`config.mk`:
```
export PLATFORM = sky130hd
export DESIGN_NAME = prog_load_ctrl
export DESIGN_NICKNAME = d
export VERILOG_FILES = /design/src/rtl/prog_load_ctrl.sv
export SDC_FILE = /design/constraint.sdc
export NUM_CORES = 1
export LEC_CHECK = 0
export ABC_AREA = 1
export ABC_CLOCK_PERIOD_IN_PS = 5100
export BUFFER_PORTS_ARGS = -buffer_cell sky130_fd_sc_hd__clkbuf_2
export CAP_MARGIN = 40
export CORE_MARGIN = 1
export CORE_UTILIZATION = 45
export DETAILED_ROUTE_END_ITERATION = 10
export PLACE_DENSITY_LB_ADDON = 0.25
export RECOVER_POWER = 50
export SYNTH_ARGS = -nofsm -noshare
export SYNTH_HDL_FRONTEND = slang
export SYNTH_SLANG_ARGS = --single-unit
```
`constraint.sdc`:
```
create_clock -name clk -period 5.1 [get_ports clk]
set_clock_uncertainty 0.05 [all_clocks]
set_input_delay 1.02 -clock clk [delete_from_list [all_inputs] [get_ports clk]]
set_output_delay 1.02 -clock clk [all_outputs]
set_load 0.005 [all_outputs]
```
`src/rtl/prog_load_ctrl.sv`:
```
// Program-load controller: holds the core in reset, packs UART bytes little-endian
// into 32-bit words for the instruction memory, then releases the core to run from 0.
module prog_load_ctrl #(
  parameter int ADDR_W    = 14,
  parameter int MAX_WORDS = 16384,
  parameter int TIMEOUT   = 1000000,
  parameter int RST_HOLD  = 4
) (
  input  logic              clk,
  input  logic              reset,
  input  logic              start_load,
  input  logic              rx_valid,
  input  logic [7:0]        rx_byte,
  output logic              cpu_rst,
  output logic              imem_we,
  output logic [ADDR_W-1:0] imem_addr,
  output logic [31:0]       imem_wdata,
  output logic              busy,
  output logic              done,
  output logic [ADDR_W:0]   word_count
);

  localparam int TMR_W  = $clog2(TIMEOUT + 1);
  localparam int HOLD_W = (RST_HOLD > 1) ? $clog2(RST_HOLD) : 1;

  localparam logic [TMR_W-1:0]  TMR_LAST  = TMR_W'(TIMEOUT - 1);
  localparam logic [TMR_W-1:0]  TMR_MAX   = TMR_W'(TIMEOUT);
  localparam logic [TMR_W-1:0]  TMR_ONE   = TMR_W'(1);
  localparam logic [HOLD_W-1:0] HOLD_LAST = HOLD_W'(RST_HOLD - 1);
  localparam logic [HOLD_W-1:0] HOLD_ONE  = HOLD_W'(1);
  localparam logic [ADDR_W-1:0] ADDR_LAST = ADDR_W'(MAX_WORDS - 1);
  localparam logic [ADDR_W:0]   WC_ONE    = (ADDR_W + 1)'(1);

  typedef enum logic [1:0] {
    ST_RUN  = 2'd0,
    ST_LOAD = 2'd1,
    ST_DONE = 2'd2
  } state_t;

  state_t state, state_nx;

  logic [1:0]        byte_cnt, byte_cnt_nx;
  logic [TMR_W-1:0]  timer, timer_nx;
  logic [HOLD_W-1:0] hold, hold_nx;
  logic              got_byte, got_nx;
  logic [31:0]       wbuf, wbuf_nx;
  logic [31:0]       word_asm, wr_word;
  logic              wr_issue;
  logic              cpu_rst_nx, we_nx, busy_nx, done_nx;
  logic [ADDR_W-1:0] addr_nx;
  logic [31:0]       wdata_nx;
  logic [ADDR_W:0]   wc_nx;

  always_ff @(posedge clk or posedge reset) begin
    if (reset) state <= ST_RUN;
    else       state <= state_nx;
  end

  always_comb begin
    state_nx    = state;
    byte_cnt_nx = byte_cnt;
    timer_nx    = timer;
    hold_nx     = hold;
    got_nx      = got_byte;
    wbuf_nx     = wbuf;
    wr_issue    = 1'b0;
    wr_word     = wbuf;
    addr_nx     = imem_addr;
    wdata_nx    = imem_wdata;
    wc_nx       = word_count;
    word_asm    = wbuf | ({24'd0, rx_byte} << {byte_cnt, 3'b000});

    unique case (state)
      ST_RUN: begin
        if (start_load) begin
          state_nx    = ST_LOAD;
          byte_cnt_nx = 2'd0;
          timer_nx    = '0;
          got_nx      = 1'b0;
          wbuf_nx     = '0;
          wc_nx       = '0;
          addr_nx     = '0;
        end
      end
      ST_LOAD: begin
        if (rx_valid) begin
          got_nx   = 1'b1;
          timer_nx = '0;
          if (byte_cnt == 2'd3) begin
            // The completing byte goes straight into the write; the buffer
            // restarts empty so a byte in the write cycle becomes byte 0.
            wr_issue    = 1'b1;
            wr_word     = word_asm;
            byte_cnt_nx = 2'd0;
            wbuf_nx     = '0;
            if (word_count[ADDR_W-1:0] == ADDR_LAST) begin
              state_nx = ST_DONE;
              hold_nx  = '0;
            end
          end else begin
            wbuf_nx     = word_asm;
            byte_cnt_nx = byte_cnt + 2'd1;
          end
        end else if (got_byte) begin
          if (timer == TMR_LAST) begin
            if (byte_cnt != 2'd0) begin
              wr_issue    = 1'b1;
              wr_word     = wbuf;
              byte_cnt_nx = 2'd0;
              wbuf_nx     = '0;
            end
            state_nx = ST_DONE;
            hold_nx  = '0;
          end else if (timer != TMR_MAX) begin
            timer_nx = timer + TMR_ONE;
          end
        end
      end
      ST_DONE: begin
        if (hold == HOLD_LAST) state_nx = ST_RUN;
        else                   hold_nx  = hold + HOLD_ONE;
      end
      default: state_nx = ST_RUN;
    endcase

    if (wr_issue) begin
      addr_nx  = word_count[ADDR_W-1:0];
      wdata_nx = wr_word;
      wc_nx    = word_count + WC_ONE;
    end
    we_nx      = wr_issue;
    cpu_rst_nx = (state_nx != ST_RUN);
    busy_nx    = (state_nx != ST_RUN);
    done_nx    = (state_nx == ST_DONE) && (state != ST_DONE);
  end

  // Registered outputs and datapath state
  always_ff @(posedge clk or posedge reset) begin
    if (reset) begin
      cpu_rst    <= 1'b1;
      imem_we    <= 1'b0;
      imem_addr  <= '0;
      imem_wdata <= '0;
      busy       <= 1'b0;
      done       <= 1'b0;
      word_count <= '0;
      byte_cnt   <= 2'd0;
      timer      <= '0;
      hold       <= '0;
      got_byte   <= 1'b0;
      wbuf       <= '0;
    end else begin
      cpu_rst    <= cpu_rst_nx;
      imem_we    <= we_nx;
      imem_addr  <= addr_nx;
      imem_wdata <= wdata_nx;
      busy       <= busy_nx;
      done       <= done_nx;
      word_count <= wc_nx;
      byte_cnt   <= byte_cnt_nx;
      timer      <= timer_nx;
      hold       <= hold_nx;
      got_byte   <= got_nx;
      wbuf       <= wbuf_nx;
    end
  end

endmodule
```
# Word level (Yosys, flattened, before mapping)
# Cells that the tools add are included.
# op_classes
add_sub_neg,4
n_shift,1
n_reduce_logical,13
mul,0
div_mod_pow,0
eq_ne,19
n_bitwise,1
n_lt_le_gt_ge,0
n_mux,53
# op_table
cell,n
two-way mux 32 bit,9
two-way mux 20 bit,5
one-hot mux 32 bit (2 select lines),1
two-way mux 15 bit,3
two-way mux 14 bit,3
one-hot mux 20 bit (2 select lines),1
two-way mux 2 bit,19
bitwise OR 32 bit,1
<< shifter 8 x 5 -> 32 bit,1
!= test 3 bit (second input constant),7
adder 20 x 1 -> 20 bit (second input constant),1
equality test 20 bit (second input constant),1
!= test 20 bit (second input constant),1
adder 15 x 1 -> 15 bit (second input constant),1
equality test 14 bit (second input constant),1
nonzero test 2 bit,6
AND reduction 5 bit,2
equality test 2 bit (second input constant),4
two-way mux 1 bit,8
!= test 2 bit (second input constant),4
one-hot mux 2 bit (2 select lines),2
one-hot mux 2 bit (3 select lines),1
AND reduction 6 bit,1
adder 2 x 1 -> 2 bit (second input constant),2
6 further kinds,6
# totals
latchBits,0
elab_cells,104
romBits,0
ramBits,0
reg_bits,124
n_memories,0

# Logic depth before layout (Yosys ltp)
# Gate-level depths: netlist (run 1).
# logic_depth
ltp_word,8
ltp_mapped,12
depth_no_buf,11

# Worst setup path after synthesis (run 1)
# No wires, ideal clock.
# synth_timing
path_type,input to register
from,input rx_valid
to,register byte_cnt[0]
path_buffers,2
path_stages,8
slack_ns,2.967
arrival_time_ns,2.006
required_time_ns,4.973
path_cell_list,inv_1 > buf_2 > a21oi_1 > or2_2 > nand2_2 > buf_6 > nand2_1 > o21ai_1
# synth_via
elab_chain_len,2
word_cells_on_any_way,6
# synth_lines
element,line,text
start: declaration,12,"input logic rx_valid,"
!= test 3 bit (no source line) or two-way mux 2 bit (tied branches),n/a,
AND reduction 5 bit (no source line) or one-hot mux 2 bit (2 select lines) (tied branches),n/a,
end signal: assignment,160,byte_cnt <= byte_cnt_nx;
end: declaration,42,"logic [1:0] byte_cnt, byte_cnt_nx;"
# Several ways; a longest one is shown, not always the timed one.
# A chain may end at the register's enable or synchronous reset.

# Worst setup path in the final report (run 1)
# layout_timing
from,register byte_cnt[1]
to,register imem_wdata[15]
# layout_via
elab_chain_len,6
word_cells_on_any_way,13
# layout_lines
element,line,text
"parallel branches: the longest is 6 deep, another holds << shifter 8 x 5 -> 32 bit",n/a,
end signal: assignment,156,imem_wdata <= wdata_nx;
end: declaration,17,"output logic [31:0] imem_wdata,"
# Several ways; the timed one is not identified.

==> summary.md, run 1 <==
| Metric | Value |
|---|---|
| Status | complete, but fails checks |
| Failing checks | capacitance limit |
| TritonCTS Buffers | 17 |
| CTS Hold Bufs | 0 |
| Final Cell Area | between 0.007 and 0.008 sq mm |
| Crit start category | flop |
| Crit-path max FO | 48 |
| Synthesized flop and latch total | 124 |
| Residual DRC | 0 |
| Die X | roughly 120 microns |
| Proportion of synthesized area in mux cells | 0% |
| Distinct cells, synth | 32 |
| CP startpoint | byte_cnt[1]$_DFFE_PP0P_ |
| Hold/Removal Path Class | flop to flop |
| RSZ-0062 raised after global routing | no |
| Antenna diode count | 0 |
| CTS tree | yes |
| Post-CTS sizing | 0 |
| Layout Area Growth over Synthesis | 16.32% |
| Share of layout cells above drive strength 1 | between 15 and 20% |
| Final hold vios | 0 |
| Vias per std cell | 5.187 |
| Lkg Pwr | ~3.6 nW |
| Peak Freq | approximately 320 MHz |
| Pwr dens | approximately 500 mW/mm^2 |
| Simple-gate share of the synthesized area | ~29% |
| Nets@finish | 886 |
| WL per Instance | 13.89 microns |
| Worst skew pair latency | between 0.4 and 0.5 ns |
| Die height | 121.2 microns |
| First-pass GRT wire length | 25.19 mm |
| DIE AREA | about 0.015 sq mm |
| Initial core utilization | between 40% and 50% |
| Compound-cell area share of the yosys netlist | a little under an eighth |
| Worst EP required | around 5.4 ns |
| TritonRoute pass-1 iters | 5 |
| Initial DRC count | slightly below 400 |
| Synth warnings | 0 |
| Slack of the critical path | approximately 2 ns |
| Clock Sinks | roughly 120 |
| Seq/Total Area, Yosys | approximately half |
| Initial antenna violation count | 0 |
| Pre-CTS setup slack | roughly 1.7 ns |
| Average size of a mapped cell | slightly below 8 sq um |
| Peak supply drop | about 0.33 mV |
| Total wire length | approximately 15 mm |
| Slew Limit Headroom | less than 1% |
| Hpwl dp | slightly below 10 mm |
| Gpl congestion | approximately 0.82 |
| Crit share post-route | between 60% and 70% |
| Detail Route Antenna Nets | 0 |
| Vias in the first global route | around 5,100 |
| Placed cell areas | ~0.007 sq mm |
| Post-CTS setup buffer count | 0 |
| Row count | 43 |
| Grt total ovfl | 0 |
| Number of I/O port buffers | 76 |
| Clock buffer depth | 2 |
| Syn Inst Count | a little over 800 |
| Syn Nets | between 800 and 900 |
| Area share of fa/ha/maj cells after synthesis | 1.174% |
| CP endpoint kind | flop |
| Htree depth | 4 |
| Max-cap violations | 1 |
| XOR/XNOR Fraction of Synth Area | 1.370% |
| Worst slew pin tran | 1.492 ns |
| Clk pin slew, worst setup/hold paths | around 0.050 ns |
| CP arrival | 3.36 ns |
| Pin count of the biggest net entering global routing | 56 |
| Fin Setup TNS | 0 ns |
| Synthesized area | around 0.0064 sq mm |
| RR Startpoint | byte_cnt[1]$_DFFE_PP0P_ |
| Crit Path Class | flop to flop |
| Final setup viols | 0 |
| GRT Total Usage | between 20 and 25% |
| Worst Hold Launch | imem_addr[11]$_DFFE_PP0P_ |
| Root buffer cell | clkbuf_16 |
| IO Pins | slightly below 80 |
| Final Util | approximately 54% |
| Core area | roughly 0.014 sq mm |
| Max Slew Vio Count | 0 |
| Largest family of logic cells by synthesized area | simple AND/OR/NAND/NOR gates |
| Via count | roughly 5,500 |
| Fin crit period | 3.105 ns |
==> placed cells by master (no fill, tap or decap), drive strengths merged, types with 5 or more instances in the layout <==
cell type  instances
xnor2              6
clkbuf           106
nor3               5
nand3             72
nor2              50
ha                 6
nand4             28
nand2            263
inv               67
o2111ai            8
a21oi             12
buf                8
o21bai             5
dfrtp            123
o21ai            102
==> report_power, final <==
part	internal [mW]	switching (mW)	total [mW]
Sequential	1.24	0.182	1.42
Combinational	0.354	0.761	1.11
Clock	0.824	0.428	1.25
==> Yosys cell counts <==
library cell / n / area share [%]
a21oi_1: 12 / 0.94
and2_1: 1 / 0.098
buf_2: 7 / 0.55
buf_4: 7 / 0.82
buf_6: 11 / 1.9
clkbuf_1: 17 / 1.0
clkinv_1: 2 / 0.12
dfrtp_1: 123 / 48
dfstp_2: 1 / 0.41
ha_1: 6 / 1.2
inv_1: 67 / 3.9
inv_2: 1 / 0.059
nand2_1: 257 / 15
nand2_2: 5 / 0.49
nand2_4: 1 / 0.18
nand3_1: 71 / 5.6
nand3_4: 1 / 0.27
nand3b_1: 2 / 0.23
nand4_1: 28 / 2.7
nor2_1: 49 / 2.9
nor2_2: 1 / 0.098
nor3_1: 4 / 0.31
nor3_2: 1 / 0.16
nor3b_1: 2 / 0.23
o2111ai_1: 8 / 1.1
o21ai_0: 62 / 4.9
o21ai_1: 19 / 1.5
o21ai_2: 21 / 2.9
o21bai_1: 5 / 0.59
or2_2: 3 / 0.29
xnor2_1: 6 / 0.82
xor2_1: 4 / 0.55
==> state kept, by name, indices dropped and copies added, names as in the netlist <==
name	cells
imem_wdata	32
wbuf	32
timer	20
word_count	15
imem_addr	14
byte_cnt	2
hold	2
state	2
busy	1
cpu_rst	1
done	1
got_byte	1
imem_we	1
==> path summary, 6_finish.rpt <==
kind	endpoint	slack, ns	cells after the start
worst max-delay path	imem_wdata[15]$_DFFE_PP0P_	2.00	9
worst min-delay path	imem_addr[11]$_DFFE_PP0P_	0.42	2
worst max register to register	imem_wdata[15]$_DFFE_PP0P_	2.00	9
worst min register to register	imem_addr[11]$_DFFE_PP0P_	0.42	2
max in group asynchronous	wbuf[5]$_DFFE_PP0P_	2.22	4
min in group asynchronous	imem_wdata[27]$_DFFE_PP0P_	0.64	2
==> critical path, cell delays in order (launching register included) <==
cell and delay, ns:
dfrtp_1 0.70, clkinv_1 0.56, ha_1 0.41, a21oi_2 0.14, buf_4 0.31, nand2_2 0.20
buf_12 0.26, buf_4 0.21, nand2_1 0.08, o21ai_2 0.05
==> kinds of logic after synthesis <==
group / after synthesis
and+or+nand+nor: 426
AOI/OAI and AO/OA: 127
buffers and inverters: 112
adders and majority gates: 6
DFF: 124
xor gates and xnor gates: 10
==> per-layer routing <==
layer	wire length [microns]	up-vias	track usage (%)
met4	284	0	9.799
met2	6591	116	32.32
met5	0	-	0
met3	582	21	4.464
met1	7282	2601	31.10
li1	-	2765	-
==> through the flow <==
step                hold slack (ns)  total power, mW  instances
floorplan                    0.3959            2.256        805
global placement             0.4062            2.533       1026
detailed placement           0.4097            2.564       1029
CTS                          0.4240            3.828       1061
global route                 0.4341            4.052       1061
finish                       0.4220            3.784       1061
==> layout make-up <==
cell class                      count  area (sq um)
Clock buffer                       28         546.8
Clock inverter                      4         73.82
Fill cell                        1343          6445
Inverter                           70         264.0
Multi-Input combinational cell    569          2754
Sequential cell                   124          3104
Tap cell                          180         225.2
Timing Repair Buffer               86         467.9
No activity file was read; power rests on OpenSTA's default activity.
==> inputs of run 2 (changes only) <==
--- a/config.mk
+++ b/config.mk
@@ -5,8 +5,8 @@
 export SDC_FILE = /design/constraint.sdc
 export NUM_CORES = 1
 export LEC_CHECK = 0
-export ABC_AREA = 1
-export ABC_CLOCK_PERIOD_IN_PS = 5100
+export ABC_AREA = 0
+export ABC_CLOCK_PERIOD_IN_PS = 2900
 export BUFFER_PORTS_ARGS = -buffer_cell sky130_fd_sc_hd__clkbuf_2
 export CAP_MARGIN = 40
 export CORE_MARGIN = 1
==> constraint.sdc (replaced) <==
create_clock -name clk -period 2.9 [get_ports clk]
set_clock_uncertainty 0.05 [all_clocks]
set_input_delay 0.58 -clock clk [delete_from_list [all_inputs] [get_ports clk]]
set_output_delay 0.58 -clock clk [all_outputs]
set_load 0.005 [all_outputs]
==> run 2 against run 1 <==
  * The run ends with capacitance limit, slew limit left
  * Largest power group unchanged
  * Critical endpoint is now imem_wdata[6]$_DFFE_PP0P_
  * First-iteration DRC count is 25% lower
  * Highest routed layer unchanged
  * Largest cell class unchanged
  * Global-route usage rose by 0.57 points
  * Wire length fell by 9.4%
==> summary.md, run 2 <==
| Metric | Value |
|---|---|
| Pint | ~3.9 mW |
| Initial DRC count | 296 |
| Vias per std cell | between 5 and 6 |
| Status | complete, but fails checks |
| CP arrival | slightly above 3 ns |
| Detail Route Antenna Nets | 0 |
| Grt met1 use | between 30% and 40% |
| Met3 Track Usage GR | about 6.3% |
| RR Startpoint | timer[7]$_DFFE_PP0P_ |
| Grt total ovfl | 0 |
| Pwr Total | around 5.5 mW |
| Most area-hungry cell type in the Yosys netlist | dfrtp_1 |
| Share of layout cells above drive strength 1 | about 26% |
| Number of I/O port buffers | between 70 and 80 |
| Worst path slowest cell | or4_4 |
| Crit start category | flop |
| Total wire length | about 13 mm |
| Top-area cell type share of the netlist area | between 50% and 60% |
| Antenna diode count | 0 |
| Fin crit period | approximately 2.8 ns |
| GRT Total Usage | 22.53% |
| Clk pin slew, worst setup/hold paths | 0.05 ns |
| TritonCTS Buffers | 17 |
| WL per Instance | 17.09 microns |
| RSZ-0062 raised after global routing | no |
| Final setup viols | 0 |
| Biggest regs | imem_wdata x32, wbuf x32, timer x20 |
| Synthesized area | around 0.0056 sq mm |
| Peak supply drop | 0.5694 mV |
| Lkg Pwr | ~3.3 nW |
| Clock Sinks | between 100 and 150 |
| Worst slew pin tran | roughly 1.7 ns |
| Crit Path Class | flop to flop |
| CTS tree | yes |
| Initial core utilization | between 40% and 50% |
| Final hold vios | 0 |
| Die height | between 100 and 150 microns |
| Top post-synthesis cells by area | dfrtp_1 (55%), a31oi_1 (5.2%), mux2_2 (4.7%), nor2_1 (3.9%), a21oi_1 (3.6%) |
| Distinct cells, synth | 54 |
| Worst-path cell chain | or4b_1 > or4_4 > o41ai_4 > buf_6 > buf_4 > clkbuf_16 > mux2_2 |
| Clock buffer depth | 2 |
| Pwr dens | about 790 mW/mm^2 |
| Placed cell areas | 0.006255 sq mm |
| Syn Inst Count | about 520 |
| Core area | approximately 0.012 sq mm |
| CP startpoint | timer[7]$_DFFE_PP0P_ |
| Slack of the critical path | 0.08968 ns |
| Flop pwr share | between 40% and 50% |
| Synth warnings | 0 |
| Part of the power in combinational logic | 21.1% |
| Busiest metal layer after global routing | met2 |
| Failing checks | capacitance limit, slew limit |
| Max-cap violations | 1 |
| Vias in the first global route | approximately 4,500 |
| Via count | between 4,000 and 5,000 |
| Hold/Removal Path Class | primary input to flop |
| Count leader, synth | dfrtp_1 |
| Worst skew pair latency | ~0.42 ns |
| Pin count of the biggest net entering global routing | around 130 |
| Pre-CTS setup slack | -0.02063 ns |
| Worst Hold Launch | start_load |
| Row count | 40 |
| Post-synth top flop | dfrtp_1 |
| Switching power | 1.545 mW |
| Root buffer cell | clkbuf_16 |
| Die X | about 110 microns |
| Slew Limit Headroom | -10.16% |
| CP max stage delay | between 0.5 and 0.6 ns |
| Residual DRC | 0 |
| DIE AREA | 0.01279 sq mm |
| Max Slew Vio Count | between 100 and 150 |
| Nets@finish | between 600 and 700 |
| Crit-path max FO | 11 |
| Peak Freq | ~360 MHz |
| Final Cell Area | between 0.006 and 0.007 sq mm |
| TritonRoute pass-1 iters | 5 |
| Layout Area Growth over Synthesis | 23.95% |
| Seq/Total Area, Yosys | a little under three fifths |
| Syn Nets | 539 |
| Final Hold Slack | ~0.40 ns |
| Crit share post-route | approximately 97% |
| Htree depth | 4 |
| CTS Hold Bufs | 0 |
| Reg2Reg Setup Slack | around 0.09 ns |
| EDFF count, synth | 0 |
| Top post-synthesis cells by count | dfrtp_1 (123), nor2_1 (58), a31oi_1 (46) |
| Most common cell after layout, fill and taps aside | dfrtp_1 |
| Gpl congestion | roughly 0.84 |
| First-pass GRT wire length | about 22 mm |
| Initial antenna violation count | 0 |
| Average size of a mapped cell | ~11 sq um |
| Synthesized flop and latch total | 124 |
| Worst EP required | between 3 and 4 ns |
| Most frequent cells in the layout | dfrtp_1 (123), clkbuf_2 (66), nor2_1 (58) |
| IO Pins | a little under 80 |
| CP endpoint kind | flop |
| Hpwl dp | around 8.5 mm |
| Switching part of the total power | between 20% and 30% |
| Grt met2 use | a little over a third |
| Async S/R FF share, synth | 100.0% |
| Clock share of power | about 36% |
## run 2: cell types whose count changed after synthesis, moves of 10 or more
cell	delta
o21ai_0	-52
o21ai_1	-17
a31oi_1	+46
nand2_1	-224
a21oi_1	+28
o21ai_2	-21
nand4_1	-21
nand2b_1	+12
mux2_2	+23
buf_6	-10
inv_1	-56
nand3_1	-47
a22o_1	+20
## run 2: kinds of logic after synthesis
logic type                 share of synthesized area [%]
DFF                                                55.90
muxes                                              5.430
AOI/OAI and AO/OA                                  18.45
and+or+nand+nor                                    15.28
buffers and inverters                              3.109
adders and majority gates                          1.352
xor gates and xnor gates                          0.4733
## run 2: worst max-delay path: cells and delay by family, from the launching register on
| family | cells | cell delay, ns |
|---|---|---|
| AND/OR/NAND/NOR | 2 | 1.09 |
| buffers and inverters | 3 | 0.46 |
| flip-flops | 1 | 0.38 |
| AO/OA/AOI/OAI | 1 | 0.37 |
| multiplexers | 1 | 0.34 |
## run 2: through the flow
step                utilization (%)  cells  setup TNS [ns]
global route                  57.30    781               0
detailed placement            52.07    745        -0.02063
CTS                           57.21    779               0
finish                        57.30    781               0
floorplan                         -    521               0
global placement              52.07    745               0
## run 2: layout make-up
| type | count | area, sq um |
|---|---|---|
| tap | 147 | 183.9 |
| clock buffer | 24 | 491.7 |
| timing repair buffer | 110 | 694.4 |
| fill | 1047 | 5129 |
| clock inverter | 6 | 62.56 |
| sequential | 124 | 3104 |
| inverter | 12 | 48.80 |
| multi-input combinational | 358 | 2297 |
## run 2: timing repair
action / 4_1_cts / 5_1_grt
endpoints found under the hold margin: 0 / 0
setup endpoints to repair: 1 / 9
gates resized for setup: 1 / 2
gates cloned: 2 / 1
pin swaps: 1 / 1
setup buffers: 2 / 1
## run 2: metal layers
metal	routed length [microns]	part of all wire, %
met5	0	0
met4	250	1.9
met3	932	7.0
met2	6286	47
met1	5880	44
## run 2: power groups by stage
stage / registers [mW] / clock network, mW / logic, mW
5_1_grt: 2.40 / 2.07 / 1.29
4_1_cts: 2.35 / 2.01 / 1.16
3_5_place_dp: 2.37 / 0 / 1.11
2_1_floorplan: 2.34 / 0 / 0.642
6_report: 2.35 / 1.96 / 1.15
3_3_place_gp: 2.36 / 0 / 1.07
## run 2: final timing paths
path,to,cells after the start
setup reg to reg,imem_wdata[6]$_DFFE_PP0P_,7
max in group asynchronous,timer[18]$_DFFE_PP0P_,3
min in group asynchronous,imem_wdata[15]$_DFFE_PP0P_,3
setup / recovery,imem_wdata[6]$_DFFE_PP0P_,7
hold reg to reg,timer[19]$_DFFE_PP0P_,1
hold / removal,cpu_rst$_DFF_PP1_,2
==> inputs of run 3 (changes only) <==
--- a/config.mk
+++ b/config.mk
@@ -12,7 +12,6 @@
 export CORE_MARGIN = 1
 export CORE_UTILIZATION = 45
 export DETAILED_ROUTE_END_ITERATION = 10
-export PLACE_DENSITY_LB_ADDON = 0.25
 export RECOVER_POWER = 50
 export SYNTH_ARGS = -nofsm -noshare
 export SYNTH_HDL_FRONTEND = slang
==> run 3 against run 2 <==
  * Cell count is the same
  * Sequential power is essentially flat
  * Register-to-register slack better by 0.04 ns
  * Clock power rose by 8%
  * Wire length rose by 0.42%
  * The flow still finishes with violations (capacitance limit, slew limit)
  * Worst hold slack got worse by 0.012 ns
  * Highest routed layer unchanged
==> summary.md, run 3 (same netlist as run 2, synthesis figures left out) <==
| Metric | Value |
|---|---|
| Fin Setup TNS | 0 ns |
| Clock Sinks | approximately 120 |
| Residual DRC | 0 |
| Total wire length | roughly 13 mm |
| Pin count of the biggest net entering global routing | between 100 and 150 |
| Peak supply drop | 0.4308 mV |
| Gpl congestion | 0.8788 |
| Busiest metal layer after global routing | met2 |
| Core area | roughly 0.012 sq mm |
| Final hold vios | 0 |
| Biggest regs | imem_wdata x32, wbuf x32, timer x20 |
| Final Cell Area | ~0.0069 sq mm |
| Post-CTS setup buffer count | 0 |
| Reg-to-reg endpoint | imem_wdata[22]$_DFFE_PP0P_ |
| Max Slew Vio Count | 125 |
| Slack of the critical path | 0.1317 ns |
| Peak Freq | between 300 and 400 MHz |
| CTS tree | yes |
| Share of layout cells above drive strength 1 | around 26% |
| Endpoint, Worst Hold | cpu_rst$_DFF_PP1_ |
| Crit-path max FO | 26 |
| Pwr Total | ~5.6 mW |
| Number of I/O port buffers | 76 |
| Met3 Track Usage GR | between 6 and 7% |
| Grt met1 use | 29.36% |
| Worst skew pair latency | ~0.43 ns |
| Initial DRC count | between 200 and 250 |
| Pwr dens | slightly above 800 mW/mm^2 |
| Max-cap violations | 1 |
| Clk pin slew, worst setup/hold paths | about 0.06 ns |
| DIE AREA | around 0.013 sq mm |
| Final setup viols | 0 |
| Final Hold Slack | 0.3880 ns |
| CP endpoint kind | flop |
| Die height | 113.1 microns |
| Worst EP required | around 3.2 ns |
| First-pass GRT wire length | ~22 mm |
| Layout Area Growth over Synthesis | 23.43% |
| Detail Route Antenna Nets | 0 |
| Row count | 40 |
| Status | complete, but fails checks |
| Placed insts | between 700 and 800 |
| Initial antenna violation count | 0 |
| Lkg Pwr | 3.285 nW |
| Crit start category | flop |
| Hold/Removal Path Class | primary input to flop |
| RR Startpoint | timer[10]$_DFFE_PP0P_ |
| Worst slew pin tran | around 1.7 ns |
| Hpwl dp | roughly 9 mm |
| Vias in the first global route | ~4,400 |
| CP arrival | ~3.0 ns |
| Crit share post-route | between 90% and 100% |
| WHS Path Cells | 2 |
| Reg2Reg Setup Slack | 0.13 ns |
| IO Pins | 77 |
| Via count | 4,541 |
| TritonRoute pass-1 iters | 4 |
| Grt total ovfl | 0 |
| Nets@finish | between 600 and 700 |
| Antenna diode count | 0 |
| Grt met2 use | 35.05% |
| Final Util | between 50% and 60% |
| Depth of the worst register-to-register path | 5 |
| Vias per std cell | just under 6 |
| WL per Instance | 17.17 microns |
| Placed cell areas | about 0.0063 sq mm |
| Final non-filler cell total | between 700 and 800 |
| Slew Limit Headroom | -11.21% |
| Fin crit period | between 2 and 3 ns |
| Worst Hold Launch | start_load |
| TritonCTS Buffers | 17 |
| Htree depth | 4 |
| Initial core utilization | 46.23% |
| Crit Path Class | flop to flop |
| Root buffer cell | clkbuf_16 |
| Failing checks | capacitance limit, slew limit |
| GRT Total Usage | 22.45% |
| Most frequent cells in the layout | dfrtp_1 (123), clkbuf_2 (65), nor2_1 (58) |
| Most common cell after layout, fill and taps aside | dfrtp_1 |
| Pre-CTS setup slack | 0.06897 ns |
| Clock buffer depth | 2 |
| Die X | ~110 microns |
## run 3: area by class of cell
type | count | area (sq um)
fillers | 1039 | 5157
well taps | 147 | 183.9
inverters | 12 | 48.80
multi-input cells | 358 | 2291
clock inverters | 9 | 108.9
flip-flops and latches | 124 | 3104
repair buffers | 108 | 629.4
clock buffers | 23 | 488.0
## run 3: timing repair
action	4_1_cts	5_1_grt
hold buffers	0	0
resized for setup	0	2
hold endpoints to repair	0	0
endpoints found under the setup margin	0	22
## run 3: critical path, stage by stage, from the launching register on
cell	delay, ns
dfrtp_1	0.37
or4b_1	0.56
or4_1	0.60
o41ai_4	0.46
buf_12	0.25
mux2_2	0.35
## run 3: routing by layer
metal,vias to the layer above,share of wire (%),wire [microns]
met1,2272,45,6073
met2,128,48,6401
met4,0,1.2,165
li1,2128,-,-
met3,13,5.7,766
met5,-,0,0
## run 3: worst max path at each step
stage,start,end,slack (ns),cells after the start
5_1_grt,timer[10]$_DFFE_PP0P_,word_count[6]$_DFFE_PP0P_,-0.002,7
3_5_place_dp,timer[10]$_DFFE_PP0P_,imem_addr[8]$_DFFE_PP0P_,0.07,6
4_1_cts,timer[10]$_DFFE_PP0P_,imem_addr[8]$_DFFE_PP0P_,0.06,6
6_report,timer[10]$_DFFE_PP0P_,imem_wdata[22]$_DFFE_PP0P_,0.13,5
3_3_place_gp,timer[10]$_DFFE_PP0P_,word_count[2]$_DFFE_PP0P_,0.12,7
2_1_floorplan,timer[10]$_DFFE_PP0P_,imem_wdata[10]$_DFFE_PP0P_,0.07,6
## run 3: power breakdown
part | leakage, nW | internal [mW] | switching (mW)
combinational | 1.35 | 0.533 | 0.567
clock | 0.294 | 1.36 | 0.756
sequential | 1.64 | 2.10 | 0.248
